==> config.mk <==
export PLATFORM = sky130hd
export DESIGN_NAME = lac_deserializer
export DESIGN_NICKNAME = d
export VERILOG_FILES = /design/src/rtl/lac_pkg.sv /design/src/rtl/lac_align_monitor.sv /design/src/rtl/lac_deserializer.sv
export SDC_FILE = /design/constraint.sdc
export NUM_CORES = 1
export LEC_CHECK = 0
export CAP_MARGIN = 5
export CORE_ASPECT_RATIO = 1.2
export CORE_UTILIZATION = 52
export DETAILED_ROUTE_END_ITERATION = 8
export PLACE_DENSITY = 0.89
export SLEW_MARGIN = 40
export SYNTH_ARGS = -nofsm -noshare
export SYNTH_HDL_FRONTEND = slang
export SYNTH_SLANG_ARGS = --single-unit
==> constraint.sdc <==
create_clock -name clock4x -period 2.3 [get_ports clock4x]
set_input_delay 0.575 -clock clock4x [delete_from_list [all_inputs] [get_ports clock4x]]
set_output_delay 0.575 -clock clock4x [all_outputs]
set_load 0.01 [all_outputs]
==> src/rtl/lac_pkg.sv <==
`default_nettype none
// ============================================================================
// Module  : lac_pkg
// Brief   : Shared types and constants for the LAC receive-side deserializer.
// Revision: 1.0
// ============================================================================
package lac_pkg;

    typedef enum logic [1:0] {
        UNLOCKED = 2'd0,
        LOCKING  = 2'd1,
        LOCKED   = 2'd2
    } lac_state_t;

    typedef logic [1:0] lac_phase_t;

    localparam int WORDS_PER_FRAME = 4;

    // Bits needed to hold a count running from 0 up to n inclusive.
    function automatic int cnt_width(input int n);
        return (n < 1) ? 1 : $clog2(n + 1);
    endfunction

endpackage
`default_nettype wire

==> src/rtl/lac_align_monitor.sv <==
`default_nettype none
// ============================================================================
// Module  : lac_align_monitor
// Brief   : Phase counter, strobe lock FSM and saturating alignment-error log.
// Revision: 1.0
// ============================================================================
module lac_align_monitor
    import lac_pkg::*;
#(
    parameter int LOCK_COUNT = 4,
    parameter int ERR_CNT_W  = 8
) (
    input  logic                 clock4x,
    input  logic                 reset_n,
    input  logic                 i_strobe,
    input  logic                 i_clear_err,
    output lac_phase_t           o_idx,
    output logic                 o_locked,
    output logic                 o_error,
    output logic                 o_align_err,
    output logic [ERR_CNT_W-1:0] o_err_cnt
);

    localparam int                   GOOD_W        = cnt_width(LOCK_COUNT);
    localparam logic [GOOD_W-1:0]    c_LOCK_TARGET = GOOD_W'(LOCK_COUNT);
    localparam logic [ERR_CNT_W-1:0] c_ERR_MAX     = '1;

    lac_state_t           r_state;
    lac_phase_t           r_phase;
    logic [GOOD_W-1:0]    r_good_cnt;
    logic                 r_locked;
    logic                 r_align_err;
    logic [ERR_CNT_W-1:0] r_err_cnt;

    lac_phase_t           w_idx;
    logic                 w_misalign;
    logic                 w_error;
    logic [GOOD_W-1:0]    w_good_next;

    // A strobe always forces index 0; otherwise the phase flywheels.
    assign w_idx       = i_strobe ? 2'd0 : r_phase;
    assign w_misalign  = i_strobe ^ (r_phase == 2'd0);
    assign w_error     = w_misalign && (r_state != UNLOCKED);
    assign w_good_next = r_good_cnt + GOOD_W'(1);

    always_ff @(posedge clock4x or negedge reset_n) begin
        if (!reset_n) begin
            r_state    <= UNLOCKED;
            r_phase    <= 2'd0;
            r_good_cnt <= '0;
            r_locked   <= 1'b0;
        end else begin
            r_phase <= w_idx + 2'd1;
            case (r_state)
                UNLOCKED: begin
                    if (i_strobe) begin
                        r_good_cnt <= GOOD_W'(1);
                        if (LOCK_COUNT == 1) begin
                            r_state  <= LOCKED;
                            r_locked <= 1'b1;
                        end else begin
                            r_state <= LOCKING;
                        end
                    end
                end
                LOCKING: begin
                    if (w_error) begin
                        r_state    <= UNLOCKED;
                        r_good_cnt <= '0;
                    end else if (i_strobe) begin
                        r_good_cnt <= w_good_next;
                        if (w_good_next == c_LOCK_TARGET) begin
                            r_state  <= LOCKED;
                            r_locked <= 1'b1;
                        end
                    end
                end
                LOCKED: begin
                    if (w_error) begin
                        r_state    <= UNLOCKED;
                        r_good_cnt <= '0;
                        r_locked   <= 1'b0;
                    end
                end
                default: begin
                    r_state    <= UNLOCKED;
                    r_good_cnt <= '0;
                    r_locked   <= 1'b0;
                end
            endcase
        end
    end

    // An error coincident with a clear is recorded after the clear.
    always_ff @(posedge clock4x or negedge reset_n) begin
        if (!reset_n) begin
            r_align_err <= 1'b0;
            r_err_cnt   <= '0;
        end else if (i_clear_err) begin
            r_align_err <= w_error;
            r_err_cnt   <= w_error ? ERR_CNT_W'(1) : '0;
        end else if (w_error) begin
            r_align_err <= 1'b1;
            if (r_err_cnt != c_ERR_MAX) begin
                r_err_cnt <= r_err_cnt + ERR_CNT_W'(1);
            end
        end
    end

    assign o_idx       = w_idx;
    assign o_locked    = r_locked;
    assign o_error     = w_error;
    assign o_align_err = r_align_err;
    assign o_err_cnt   = r_err_cnt;

endmodule
`default_nettype wire

==> src/rtl/lac_deserializer.sv <==
`default_nettype none
// ============================================================================
// Module  : lac_deserializer
// Brief   : Collects four 4x-rate words into one held-stable wide frame.
// Revision: 1.0
// ============================================================================
module lac_deserializer
    import lac_pkg::*;
#(
    parameter int WIDTH      = 8,
    parameter int LOCK_COUNT = 4,
    parameter int ERR_CNT_W  = 8
) (
    input  logic                         clock4x,
    input  logic                         reset_n,
    input  logic                         strobe,
    input  logic [WIDTH-1:0]             din,
    input  logic                         din_valid,
    input  logic                         clear_err,
    output logic [WORDS_PER_FRAME*WIDTH-1:0] dout,
    output logic [WORDS_PER_FRAME-1:0]   dout_valid,
    output logic                         frame,
    output logic                         locked,
    output logic                         align_err,
    output logic [ERR_CNT_W-1:0]         err_cnt
);

    lac_phase_t                       w_idx;
    logic                             w_locked;
    logic                             w_error;

    logic [WIDTH-1:0]                 r_word0;
    logic [WIDTH-1:0]                 r_word1;
    logic [WIDTH-1:0]                 r_word2;
    logic [2:0]                       r_wvalid;
    logic [WORDS_PER_FRAME*WIDTH-1:0] r_dout;
    logic [WORDS_PER_FRAME-1:0]       r_dout_valid;
    logic                             r_frame;

    lac_align_monitor #(
        .LOCK_COUNT (LOCK_COUNT),
        .ERR_CNT_W  (ERR_CNT_W)
    ) u_monitor (
        .clock4x     (clock4x),
        .reset_n     (reset_n),
        .i_strobe    (strobe),
        .i_clear_err (clear_err),
        .o_idx       (w_idx),
        .o_locked    (w_locked),
        .o_error     (w_error),
        .o_align_err (align_err),
        .o_err_cnt   (err_cnt)
    );

    always_ff @(posedge clock4x or negedge reset_n) begin
        if (!reset_n) begin
            r_word0      <= '0;
            r_word1      <= '0;
            r_word2      <= '0;
            r_wvalid     <= '0;
            r_dout       <= '0;
            r_dout_valid <= '0;
            r_frame      <= 1'b0;
        end else begin
            r_frame <= 1'b0;
            case (w_idx)
                2'd0: begin
                    r_word0     <= din;
                    r_wvalid[0] <= din_valid;
                end
                2'd1: begin
                    r_word1     <= din;
                    r_wvalid[1] <= din_valid;
                end
                2'd2: begin
                    r_word2     <= din;
                    r_wvalid[2] <= din_valid;
                end
                default: begin
                end
            endcase
            // Word 3 goes straight from din to the output so the frame lands
            // on the same edge that samples it.
            if (w_idx == 2'd3 && w_locked && !w_error) begin
                r_dout       <= {din, r_word2, r_word1, r_word0};
                r_dout_valid <= {din_valid, r_wvalid};
                r_frame      <= 1'b1;
            end else if (w_locked && w_error) begin
                r_dout_valid <= '0;
            end
        end
    end

    assign dout       = r_dout;
    assign dout_valid = r_dout_valid;
    assign frame      = r_frame;
    assign locked     = w_locked;

endmodule
`default_nettype wire

# --- Word-level counts from Yosys, hierarchy flattened ---
# Index checks and enable logic that the tools add are counted.
totals:
  register_bits: 81
  latchBits: 0
  ram_bits: 0
  mem_bits_ro: 0
  inputBits: 13
  output_inout_bits: 47
  wordCells: 76
  mem_count: 0
classes:
  addsub: 3
  n_mul: 0
  div: 0
  n_lt_le_gt_ge: 0
  n_eq_ne: 14
  shifts: 0
  n_mux: 26
  bitwise_logic: 2
  reduce_logical: 16
ops:
  columns: ["cell", "n"]
  rows:
  - ["8-bit two-way mux", 3]
  - ["2-bit two-way mux", 6]
  - ["3-bit two-way mux", 4]
  - ["3-bit case mux with 3 select lines", 1]
  - ["8-bit by 1-bit adder with 8-bit output, second input constant", 1]
  - ["1-bit two-way mux", 8]
  - ["4-bit two-way mux", 2]
  - ["8-bit inequality test, second input constant", 1]
  - ["2-bit nonzero test", 4]
  - ["2-bit == test, second input constant", 3]
  - ["2-bit zero test", 3]
  - ["2-bit inequality test, second input constant", 3]
  - ["2-bit case mux with 3 select lines", 1]
  - ["5-bit AND reduction", 1]
  - ["2-bit by 1-bit == test with 1-bit output, second input constant", 2]
  - ["1-bit logical AND", 4]
  - ["2-bit by 1-bit inequality test with 1-bit output, second input constant", 2]
  - ["4-bit AND reduction", 1]
  - ["3-bit by 1-bit adder with 3-bit output, second input constant", 1]
  - ["3-bit == test, second input constant", 1]
  - ["3-bit by 1-bit inequality test with 1-bit output, second input constant", 1]
  - ["3-bit by 2-bit inequality test with 1-bit output, second input constant", 1]
  - ["1-bit case mux with 3 select lines", 1]
  - ["3-bit AND reduction", 1]
  - ["5 further kinds", 5]

# --- Longest topological paths before layout ---
logic_depth:
  word_depth: 6
  ltp_mapped: 7
  ltp_nobuf: 5

# --- Cells and area by module ---
# Synthesis repeated with hierarchy kept, for this count alone.
hier_totals:
  cells_unflattened: 320
  hier_area_um2: 3445.8
modules_own_cells:
  columns: ["mod", "n_inst", "cells_per_inst", "area_per_inst_um2", "seq_area_each_um2"]
  rows:
  - ["lac_deserializer", 1, 206, 2428.6, 1601.5]
  - ["lac_align_monitor", 1, 114, 1017.2, 425.4]

# --- Worst setup path after synthesis ---
# OpenSTA, ideal clock, no wires.
synth_path:
  path_type: "input -> register"
  start: "input strobe"
  end: "register r_dout[10], in the netlist dout[10]"
  setup_time_ns: 0.125
  t_arrival_ns: 1.888
  t_required_ns: 2.175
  setup_slack_ns: 0.286
  cell_stages: 6
  path_buffers: 2
  path_cell_list: "or3_4 a21o_4 and3_4 buf_6 buf_6 mux2_4"
synth_between:
  elab_chain_cells: 4
  elab_cells_between_ends: 7
  classes_between: "1 x eq/ne; 1 x mux; 1 x bitwise; 4 x reduce/logical"
synth_rtl:
  columns: ["element", "line_no", "rtl"]
  rows:
  - ["from (decl)", "lac_deserializer.sv:16", "input logic strobe,"]
  - ["2-bit two-way mux / 1-bit XOR (equally long branches)", "lac_align_monitor.sv:41, lac_align_monitor.sv:42", null]
  - ["2-bit == test / 1-bit logical AND (equally long branches)", "lac_deserializer.sv:84, lac_align_monitor.sv:43", null]
  - ["1-bit logical AND / 1-bit zero test (equally long branches)", "lac_deserializer.sv:84", "if (w_idx == 2'd3 && w_locked && !w_error) begin"]
  - ["1-bit logical AND *", "lac_deserializer.sv:84", null]
  - ["to (signal assigned)", "lac_deserializer.sv:85", "r_dout <= {din, r_word2, r_word1, r_word0};"]
  - ["to (decl)", "lac_deserializer.sv:36", "logic [WORDS_PER_FRAME*WIDTH-1:0] r_dout;"]
# Every way passes the cells marked *; elsewhere a longest branch is shown, timed or not.
# A chain may end at the register's enable or synchronous reset.

# --- Final worst setup path ---
layout_path:
  start: "input strobe"
  end: "register u_monitor.r_err_cnt[3], in the netlist u_monitor.o_err_cnt[3]"
layout_between:
  elab_chain_cells: 4
layout_rtl:
  columns: ["element", "line_no", "rtl"]
  rows:
  - ["1-bit XOR", "lac_align_monitor.sv:42", "assign w_misalign = i_strobe ^ (r_phase == 2'd0);"]
  - ["1-bit logical AND", "lac_align_monitor.sv:43", "assign w_error = w_misalign && (r_state != UNLOCKED);"]
  - ["2-bit nonzero test (no source line)", null, null]
  - ["2-bit AND reduction (no source line)", null, null]
  - ["to (signal assigned)", "lac_align_monitor.sv:101", "r_err_cnt <= w_error ? ERR_CNT_W'(1) : '0;"]
  - ["to (signal assigned)", "lac_align_monitor.sv:105", "r_err_cnt <= r_err_cnt + ERR_CNT_W'(1);"]
  - ["to (decl)", "lac_align_monitor.sv:33", "logic [ERR_CNT_W-1:0] r_err_cnt;"]
# No other way between the ends.

==> metrics.log <==
[metrics] status: complete, no violations
[metrics] static leakage: just under 2 nW
[metrics] endpoint required time on the critical path: around 2.6 ns
[metrics] maximum clock rate: approximately 460 MHz
[metrics] count of endpoints failing setup in the final report: 0
[metrics] via count of the first global-routing pass: ~2400
[metrics] total non-filler cell area in the finished layout: 4460 sq um
[metrics] total buffers and inverters traversed by the critical path: 2
[metrics] largest net degree at the start of global routing: between 40 and 50
[metrics] Post-Route Skew: 0.00462 ns
[metrics] first-pass GRT wire length: 11900 um
[metrics] post-synthesis net count: 270
[metrics] sequential fraction of the synthesis area: 58.0%
[metrics] Port-buffer cells: 59
[metrics] smallest hold slack: roughly 0.20 ns
[metrics] number of vias after detailed routing: 2259
[metrics] Final HPWL DP: 4930 um
[metrics] maximum capacitance violations: 0
[metrics] die height: 91.8 um
[metrics] hold violation count in the final report: 0
[metrics] post-route fraction of the period consumed by the critical path: about 94%
[metrics] area of the die: 7060 sq um
[metrics] Worst-Skew Late Latency: 0.36 ns
[metrics] post-detailed-routing wire length: 7100 um
[metrics] clock tree from TritonCTS: yes
[metrics] sum of negative setup slack: 0 ns
[metrics] non-filler cells, final: 419
[metrics] YS warnings: 0
[metrics] H-tree Lvls: 3
[metrics] number of buffers created by CTS: 9
[metrics] initial core utilization: a little over half
[metrics] RSZ-0062 raised after global routing: false
[metrics] area of the mapped netlist: 3500 sq um
[metrics] critical path class: in -> reg
[metrics] capturing element type of the critical path: flip-flop
[metrics] number of unique standard cell types used by synthesis: 38
[metrics] post-layout util: approximately 69%
[metrics] flip-flop and latch count after synthesis: 81
[metrics] number of pins exceeding their max-slew limit in the final report: 0
[metrics] total iterations of the first detailed-routing run: 4
[metrics] top-level port count: 60
[metrics] clock root buffer master: sky130_fd_sc_hd__clkbuf_8
[metrics] standard-cell row count: 32
[metrics] Sink Count: slightly above 80
[metrics] width of the die: between 70 and 80 um
[metrics] global-route total usage across every layer: 22.4%
[metrics] post-route DRC violation count: 0
[metrics] power density of the placed cells: 1050 nW/um^2
[metrics] grt ovf: 0
[metrics] Setup Slack @ Placement: -0.346 ns
[metrics] Power Total: between 4 and 5 mW
[metrics] worst relative slew slack: 60.4%
[metrics] layout cells sized above 1: 29.9%
[metrics] final weighted congestion of routability-driven global placement: roughly 0.79
[metrics] WP data arrival: 2.45 ns
[metrics] Cells after DPL: 402
[metrics] ordered cell list for the critical path: clkdlybuf4s50_1, or3_4, a21o_4, buf_4, or4_1, a21oi_1
[metrics] pin slew with the least headroom to its limit: 0.592 ns
[metrics] iteration-0 DRC count of the detailed router: 116
[metrics] Syn Area/Cell: 14.0 sq um
[metrics] class of the most critical hold timing path: in -> async
[metrics] maximum fanout encountered on the critical timing path: 5
[metrics] diodes inserted: 0
[metrics] clock transition at the registers of the reported paths: 0.08 ns
[metrics] startpoint kind of the worst setup timing path: primary input
[metrics] total number of nets in the final design: 349
[metrics] count of antenna-violating nets left after detailed routing: 0
[metrics] max incr delay on CP: a little under 0.5 ns
[metrics] growth of design area from synthesis to finish: 27.6%
[metrics] Gate Count Post-Synth: between 200 and 300
[metrics] antenna violations before repair: 0
[metrics] routed vias/inst: 5.39
[metrics] wire per inst: 16.9 um
[metrics] worst-case vdd ir drop: 459 uV
[metrics] maximum buffer depth of the clock tree: 2
[metrics] standard cell core area: 6450 sq um
[metrics] crit path max-delay cell type: sky130_fd_sc_hd__clkdlybuf4s50_1
[metrics] cell area reported after detailed placement: 4290 sq um
[metrics] final worst slack: around 0.13 ns
[metrics] fin crit period: 2.17 ns
[metrics] kind of cell adding the most delay to the critical path: simple AND/OR/NAND/NOR gates
[sequential cells by signal, summed over array words and instances (netlist names)]
| name | flops |
|---|---|
| dout | 32 |
| r_word0 | 8 |
| r_word1 | 8 |
| r_word2 | 8 |
| u_monitor.o_err_cnt | 8 |
| dout_valid | 4 |
| r_wvalid | 3 |
| u_monitor.r_good_cnt | 3 |
| u_monitor.r_phase | 2 |
| u_monitor.r_state | 2 |
| frame | 1 |
| u_monitor.o_align_err | 1 |
| u_monitor.o_locked | 1 |
[where the power goes]
group	switching, mW	internal, mW
combinational	0.557	1.07
sequential	0.299	1.86
clock	0.506	0.391
total	1.36	3.32
[cell type report]
cell class | count | area, sq um
Clock inverter | 5 | 32.5
Fill cell | 439 | 1980
Timing Repair Buffer | 78 | 756
Sequential cell | 81 | 2030
Multi-Input combinational cell | 152 | 1380
Inverter | 7 | 26.3
Clock buffer | 11 | 131
Tap cell | 85 | 106
[final timing paths]
path	startpoint	end	slack, ns	cells after the start
setup / recovery	strobe	u_monitor.o_err_cnt[3]$_DFFE_PN0P_	0.13	6
hold / removal	reset_n	dout[14]$_DFFE_PN0P_	0.20	1
max in group asynchronous	reset_n	dout[29]$_DFFE_PN0P_	1.51	2
hold reg to reg	u_monitor.o_align_err$_DFFE_PN0P_	u_monitor.o_align_err$_DFFE_PN0P_	0.49	1
min in group clock4x	u_monitor.o_align_err$_DFFE_PN0P_	u_monitor.o_align_err$_DFFE_PN0P_	0.49	1
setup reg to reg	u_monitor.r_phase[1]$_DFF_PN0_	u_monitor.o_err_cnt[3]$_DFFE_PN0P_	0.36	5
[cells in the mapped netlist (all sizes together)]
master  instances  area share [%]
a211oi          3            0.64
a21o            2            0.64
a21oi          10             1.4
a22o            4             1.0
a311oi          3            0.75
a31oi           1            0.18
a41oi           1            0.25
and3            3            0.68
and4            1            0.25
buf             4             1.3
clkbuf          7            0.75
dfrtp          81              58
ha              7             2.5
inv             7            0.75
mux2           61              22
mux2i           1            0.29
nand2          11             1.2
nand3           2            0.29
nand4           1            0.18
nor2           10             1.1
nor2b           5            0.89
nor3            2            0.29
nor4            2            0.36
o211ai          1            0.21
o21a            1            0.21
o21ai           9             1.3
o22ai           1            0.18
o31a            1            0.25
o31ai           2            0.43
o32ai           1            0.25
or3             2            0.50
or3b            1            0.25
or4             1            0.21
xor2            1            0.25
[timing repair]
action	4_1_cts	5_1_grt
hold buffers	0	0
endpoints found under the setup margin	0	31
gates resized for setup	0	1
buffers inserted	0	0
[placed cells by master (no fill, tap or decap), drive strengths merged, types with 9 or more instances in the layout]
master and n:
a21oi 10, buf 20, clkbuf 11, clkdlybuf4s50 58
dfrtp 81, mux2 61, nand2 11, nor2 10
o21ai 9
[cells by family after synthesis]
kind of cell	synth area share, %
XOR/XNOR	0.250
flip-flops	58.0
buffers and inverters	2.79
AND/OR/NAND/NOR	6.15
AO/OA/AOI/OAI	7.73
adder cells (fa/ha/maj)	2.50
multiplexers	22.6
[metal layers]
layer  global-route usage, %  part of all wire, %
met5                       0                    0
met4                    7.37                 0.97
met3                    6.77                  4.7
met2                    36.9                   51
met1                    28.0                   43
(Power assumes the default switching activity.)
